<file path="src/rtl/riscv_cache_biu_ctrl.sv">
// Cache-to-BIU burst engine: moves one cache block per command as a single
// incrementing burst (READWAY = line fill, WRITEWAY = dirty-way writeback).
module riscv_cache_biu_ctrl #(
    parameter  int XLEN       = 32,
    parameter  int PLEN       = 32,
    parameter  int BLOCK_SIZE = 32,
    localparam int BLK_BITS   = BLOCK_SIZE * 8,
    localparam int BURST_SIZE = BLK_BITS / XLEN
) (
    input  logic                clk_i,
    input  logic                rst_i,
    input  logic [1:0]          biucmd_i,
    input  logic [PLEN-1:0]     biucmd_adri_i,
    input  logic [BLK_BITS-1:0] biucmd_d_i,
    output logic [BLK_BITS-1:0] biucmd_q_o,
    output logic                biucmd_ack_o,
    output logic                biucmd_err_o,
    output logic                biucmd_busy_o,
    output logic                biu_stb_o,
    input  logic                biu_stb_ack_i,
    input  logic                biu_d_ack_i,
    output logic [PLEN-1:0]     biu_adri_o,
    output logic [2:0]          biu_size_o,
    output logic [2:0]          biu_type_o,
    output logic                biu_we_o,
    output logic [XLEN-1:0]     biu_d_o,
    input  logic [XLEN-1:0]     biu_q_i,
    input  logic                biu_ack_i,
    input  logic                biu_err_i
);

    typedef enum logic [1:0] {
        BIUCMD_NOP      = 2'd0,
        BIUCMD_READWAY  = 2'd1,
        BIUCMD_WRITEWAY = 2'd2
    } biucmd_t;

    typedef enum logic [1:0] {IDLE, REQ, XFER, DONE} state_t;

    localparam int       CW    = $clog2(BURST_SIZE) + 1;
    localparam logic [2:0] BSIZE = 3'($clog2(XLEN / 8));
    localparam logic [2:0] BTYPE = (BURST_SIZE == 16) ? 3'd7 :
                                   (BURST_SIZE == 8)  ? 3'd5 :
                                   (BURST_SIZE == 4)  ? 3'd3 :
                                   (BURST_SIZE == 1)  ? 3'd0 : 3'd1;

    state_t              state;
    logic [CW-1:0]       dcnt, acnt;
    logic [BLK_BITS-1:0] wblk;
    logic                cnt_en, beat, last, dbeat;

    // Beats only count once the request has been accepted; in the stb_ack
    // cycle itself the slave may already be returning the first beat.
    assign cnt_en = (state == REQ && biu_stb_ack_i) || state == XFER;
    assign beat   = cnt_en & biu_ack_i & ~biu_err_i;
    assign last   = beat && (acnt == CW'(BURST_SIZE - 1));
    assign dbeat  = cnt_en & biu_we_o & biu_d_ack_i & (dcnt != CW'(BURST_SIZE));

    assign biucmd_busy_o = (state != IDLE);

    // Write beat follows dcnt; once all beats are consumed the last one is held.
    always_comb begin
        biu_d_o = wblk[(BURST_SIZE-1)*XLEN +: XLEN];
        for (int n = 0; n < BURST_SIZE; n++)
            if (dcnt == CW'(n)) biu_d_o = wblk[n*XLEN +: XLEN];
    end

    always_ff @(posedge clk_i or posedge rst_i) begin
        if (rst_i) begin
            state        <= IDLE;
            dcnt         <= '0;
            acnt         <= '0;
            wblk         <= '0;
            biucmd_q_o   <= '0;
            biucmd_ack_o <= 1'b0;
            biucmd_err_o <= 1'b0;
            biu_stb_o    <= 1'b0;
            biu_we_o     <= 1'b0;
            biu_adri_o   <= '0;
            biu_size_o   <= '0;
            biu_type_o   <= '0;
        end else begin
            biucmd_ack_o <= 1'b0;
            biucmd_err_o <= 1'b0;
            case (state)
                IDLE: begin
                    if (biucmd_i == BIUCMD_READWAY || biucmd_i == BIUCMD_WRITEWAY) begin
                        state      <= REQ;
                        biu_stb_o  <= 1'b1;
                        biu_we_o   <= (biucmd_i == BIUCMD_WRITEWAY);
                        biu_adri_o <= biucmd_adri_i & ~PLEN'(BLOCK_SIZE - 1);
                        biu_size_o <= BSIZE;
                        biu_type_o <= BTYPE;
                        dcnt       <= '0;
                        acnt       <= '0;
                        if (biucmd_i == BIUCMD_WRITEWAY) wblk <= biucmd_d_i;
                    end
                end
                REQ, XFER: begin
                    if (cnt_en) begin
                        biu_stb_o <= 1'b0;
                        if (biu_err_i) begin
                            biucmd_err_o <= 1'b1;
                            biu_we_o     <= 1'b0;
                            state        <= IDLE;
                        end else begin
                            if (dbeat) dcnt <= dcnt + 1'b1;
                            if (beat) begin
                                acnt <= acnt + 1'b1;
                                if (!biu_we_o)
                                    for (int n = 0; n < BURST_SIZE; n++)
                                        if (acnt == CW'(n)) biucmd_q_o[n*XLEN +: XLEN] <= biu_q_i;
                            end
                            if (last) begin
                                state        <= DONE;
                                biu_we_o     <= 1'b0;
                                biucmd_ack_o <= 1'b1;
                            end else begin
                                state <= XFER;
                            end
                        end
                    end
                end
                DONE:    state <= IDLE;
                default: state <= IDLE;
            endcase
        end
    end

endmodule
</file>
<file path="config.mk">
export PLATFORM = sky130hd
export DESIGN_NAME = riscv_cache_biu_ctrl
export DESIGN_NICKNAME = d
export VERILOG_FILES = /design/src/rtl/riscv_cache_biu_ctrl.sv
export SDC_FILE = /design/constraint.sdc
export NUM_CORES = 1
export LEC_CHECK = 0
export CAP_MARGIN = 20
export CORE_ASPECT_RATIO = 0.5
export CORE_MARGIN = 2
export CORE_UTILIZATION = 23
export CTS_BUF_LIST = sky130_fd_sc_hd__clkbuf_8
export CTS_CLUSTER_DIAMETER = 80
export CTS_CLUSTER_SIZE = 20
export DETAILED_ROUTE_END_ITERATION = 8
export MAX_ROUTING_LAYER = met4
export PLACE_DENSITY_LB_ADDON = 0.15
export SLEW_MARGIN = 25
export SYNTH_ARGS = -nofsm -noshare
export SYNTH_HDL_FRONTEND = slang
export SYNTH_SLANG_ARGS = --single-unit
export TNS_END_PERCENT = 10
</file>
<file path="constraint.sdc">
create_clock -name clk_i -period 54.6 [get_ports clk_i]
set_input_delay 10.92 -clock clk_i [delete_from_list [all_inputs] [get_ports clk_i]]
set_output_delay 10.92 -clock clk_i [all_outputs]
set_load 0.01 [all_outputs]
</file>
==> results.py <==
metrics = {
    "clocking": {
        "cts_tree": "done",
        "htree_levels": 2,
        "numCtsBuffers": 38,
        "clkLatencyLatePin_ns": 0.69,
        "clock_sinks": 554,
        "clk_path_buf_depth": 3,
        "clockRootBuffer": "clkbuf_8",
        "cts.clk_slew.worst_paths_ns": 0.13,
        "postCtsResizedCells": 0,
        "cts_setup_buffers": 0,
        "hold_buffers": 0,
    },
    "grt": {
        "grt_antenna_before_repair": 18,
        "grt_usage_pct": 16.7,
        "grt_max_degree": 99,
        "grt_pass1_wl_um": 126000,
        "first_global_vias": 17591,
        "grt_overflow_total": 0,
    },
    "critical_path": {
        "cp-end-kind": "output port",
        "critPathMaxStageDelay_ns": 0.73,
        "critPathKind": "flop to output port",
        "required_ns": 43.68,
        "crit_fanout": 32,
        "cp_slowest_cell": "clkdlybuf4s50_1",
        "crit_buf_inv": 2,
        "critical-path-top-delay-family": "buffers and inverters",
        "start_kind": "flop",
        "path_cells": "ha_1, inv_2, nor2_2, a21oi_1, a2111oi_0, clkdlybuf4s50_1",
        "crit_arrival_ns": 4.39,
    },
    "drt": {
        "postRouteAntennaNets": 0,
        "drt_wl_total_um": 88700,
        "drcViolationCount": 0,
        "drtIter0Drc": 776,
        "post_drt_wl_per_cell_um": 24.0,
        "vias": 16651,
        "vias_per_cell": 4.50,
        "first_pass_iters": 5,
    },
    "pwr": {
        "ir_drop_mv": 0.0216,
        "power_per_cell_area_nw_per_um2": 47.5,
        "leakage_nw": 13.9,
    },
    "timing": {
        "fin_skew_ns": 0.0380,
        "final-max-slew-violation-count": 0,
        "period_share_pct": 28.0,
        "rsz0062_at_grt": "false",
        "hold_slack_ns": 0.513,
        "setup_tns_ns": 0,
        "fmax_ghz": 0.0653,
        "worstMarginPinSlew_ns": 1.08,
        "period_minus_slack_ns": 15.31,
        "setup_viol": 0,
        "slew_headroom_pct": 28.0,
        "hold_violations": 0,
    },
    "synthesis": {
        "synth_edf_count": 0,
        "synth_cell_types": 60,
        "synth_async_sr_flop_share_pct": 100,
        "synthTopCellsByArea": "dfrtp_1, mux2_2, clkbuf_1",
        "yosys-top-cells-count": "dfrtp_1, mux2_2, clkbuf_1",
        "yosysTopAreaCell": "dfrtp_1",
        "synthMostInstantiatedCell": "dfrtp_1",
        "yosysWarnings": 0,
        "yosysSeqAreaShare_pct": 58.0,
        "netlist_area_um2": 23900,
        "syn_area_per_cell_um2": 13.9,
        "yosys_most_used_dff": "dfrtp_1",
        "synth_seq_cells": 554,
        "synth_top_area_share_pct": 58.0,
        "synth_cells": 1716,
    },
    "floorplan": {
        "dieWidth_um": 460,
        "core_um2": 103000,
        "fp-row-count": 83,
        "initial_utilization_pct": 23.2,
        "chipHeight_um": 232,
        "io_pins": 659,
        "die_area_um2": 107000,
    },
    "place": {
        "io_buffers": 645,
        "place_area_um2": 31800,
        "hpwl_um": 60800,
        "place_congestion": 0.755,
    },
    "cells_and_area": {
        "fin_area_um2": 32600,
        "fin_nets": 2645,
        "areaGrowthSynthToFinish_pct": 36.3,
        "post_route_cells_drive_above_1_share_pct": 28.3,
    },
    "flow_run": {
        "cap_violations": 0,
    },
    "hold_path": {
        "hp-class": "flop to flop",
    },
    "outcome": {
        "status": "complete, no violations",
    },
}
[worst reg2reg max path, delay by kind of cell (launching register included)]
| family | cells | cell delay [ns] |
|---|---|---|
| DFF | 1 | 0.40 |
| buffers and inverters | 3 | 1.47 |
| muxes | 1 | 0.45 |
| adders and majority gates | 1 | 0.35 |
| and+or+nand+nor | 1 | 0.78 |
[per-layer routing]
metal	vias to the layer above	track usage, %	share of wire [%]
met3	81	3.04	3.8
met5	-	-	0
met1	8808	18.3	39
met2	258	31.0	56
met4	0	4.30	1.7
li1	7504	-	-
[through the flow]
step	power (mW)	setup slack, ns	cells	utilization, %
2_1_floorplan	0.988	28.19	1723	-
3_3_place_gp	1.32	39.71	3623	30.9
3_5_place_dp	1.33	39.99	3623	30.9
4_1_cts	1.58	39.16	3679	31.6
5_1_grt	1.64	39.00	3697	31.7
6_report	1.55	39.29	3698	31.7
[path summary, 6_finish.rpt]
check                         start             end  slack (ns)  cells after the start
hold / removal             wblk[19]        wblk[19]        0.51                      1
max in group asynchronous     rst_i       wblk[202]       41.53                      4
setup / recovery            dcnt[0]     biu_d_o[18]       39.29                      6
setup reg to reg           state[0]       wblk[215]       51.05                      6
hold reg to reg            wblk[19]        wblk[19]        0.51                      1
min in group asynchronous     rst_i  biu_adri_o[23]       10.74                      2
[logic make-up (layout without fill, tap and decap cells)]
logic type | after synthesis | in the layout | share of synthesized area, %
other | 1 | 27 | 0.0157
flip-flops | 554 | 554 | 58.0
adder cells (fa/ha/maj) | 14 | 14 | 0.733
buffers and inverters | 151 | 747 | 2.97
multiplexers | 544 | 544 | 25.6
AND/OR/NAND/NOR | 152 | 152 | 3.44
AO/OA/AOI/OAI | 300 | 300 | 9.22
[cell usage in the layout (no fill, tap or decap), types with 7 or more instances in the layout]
cell type | netlist | routed
nor2_1 | 43 | 38
conb_1 | 1 | 8
o2111ai_1 | 23 | 23
a22oi_1 | 47 | 47
a21oi_1 | 34 | 34
o211a_1 | 7 | 7
nand2_1 | 37 | 29
a221o_1 | 8 | 8
clkbuf_8 | 0 | 42
nor2b_1 | 27 | 26
diode_2 | 0 | 19
a221oi_1 | 36 | 36
ha_1 | 14 | 11
mux2_2 | 540 | 540
dfrtp_1 | 554 | 553
o22ai_1 | 40 | 40
o21ai_0 | 30 | 30
inv_1 | 19 | 17
nand2b_1 | 8 | 7
clkdlybuf4s50_1 | 0 | 645
nand2_2 | 0 | 7
a21o_1 | 23 | 23
o221ai_1 | 32 | 32
buf_4 | 10 | 22
[flip-flops by register name, indices dropped and copies added, names as in the netlist]
name,flops
wblk,256
biucmd_q_o,256
biu_stb_o,1
acnt,4
biu_type_o,1
dcnt,4
biucmd_ack_o,1
biucmd_err_o,1
biu_we_o,1
state,2
biu_adri_o,27
[power by group]
part	leakage, nW	switching, mW	internal, mW	total (mW)
clock network	0.384	0.158	0.0797	0.238
logic	6.44	0.331	0.351	0.682
registers	7.05	0.0829	0.544	0.627
[final cells by class]
cell class	count	area, um2
sequential	554	13900
fill	10337	70200
antenna	19	47.5
inverter	19	78.8
tap	1360	1700
multi-input combinational	1018	9450
clock inverter	14	166
timing repair buffer	672	6680
clock buffer	42	578
No activity file was read; power rests on OpenSTA's default activity.
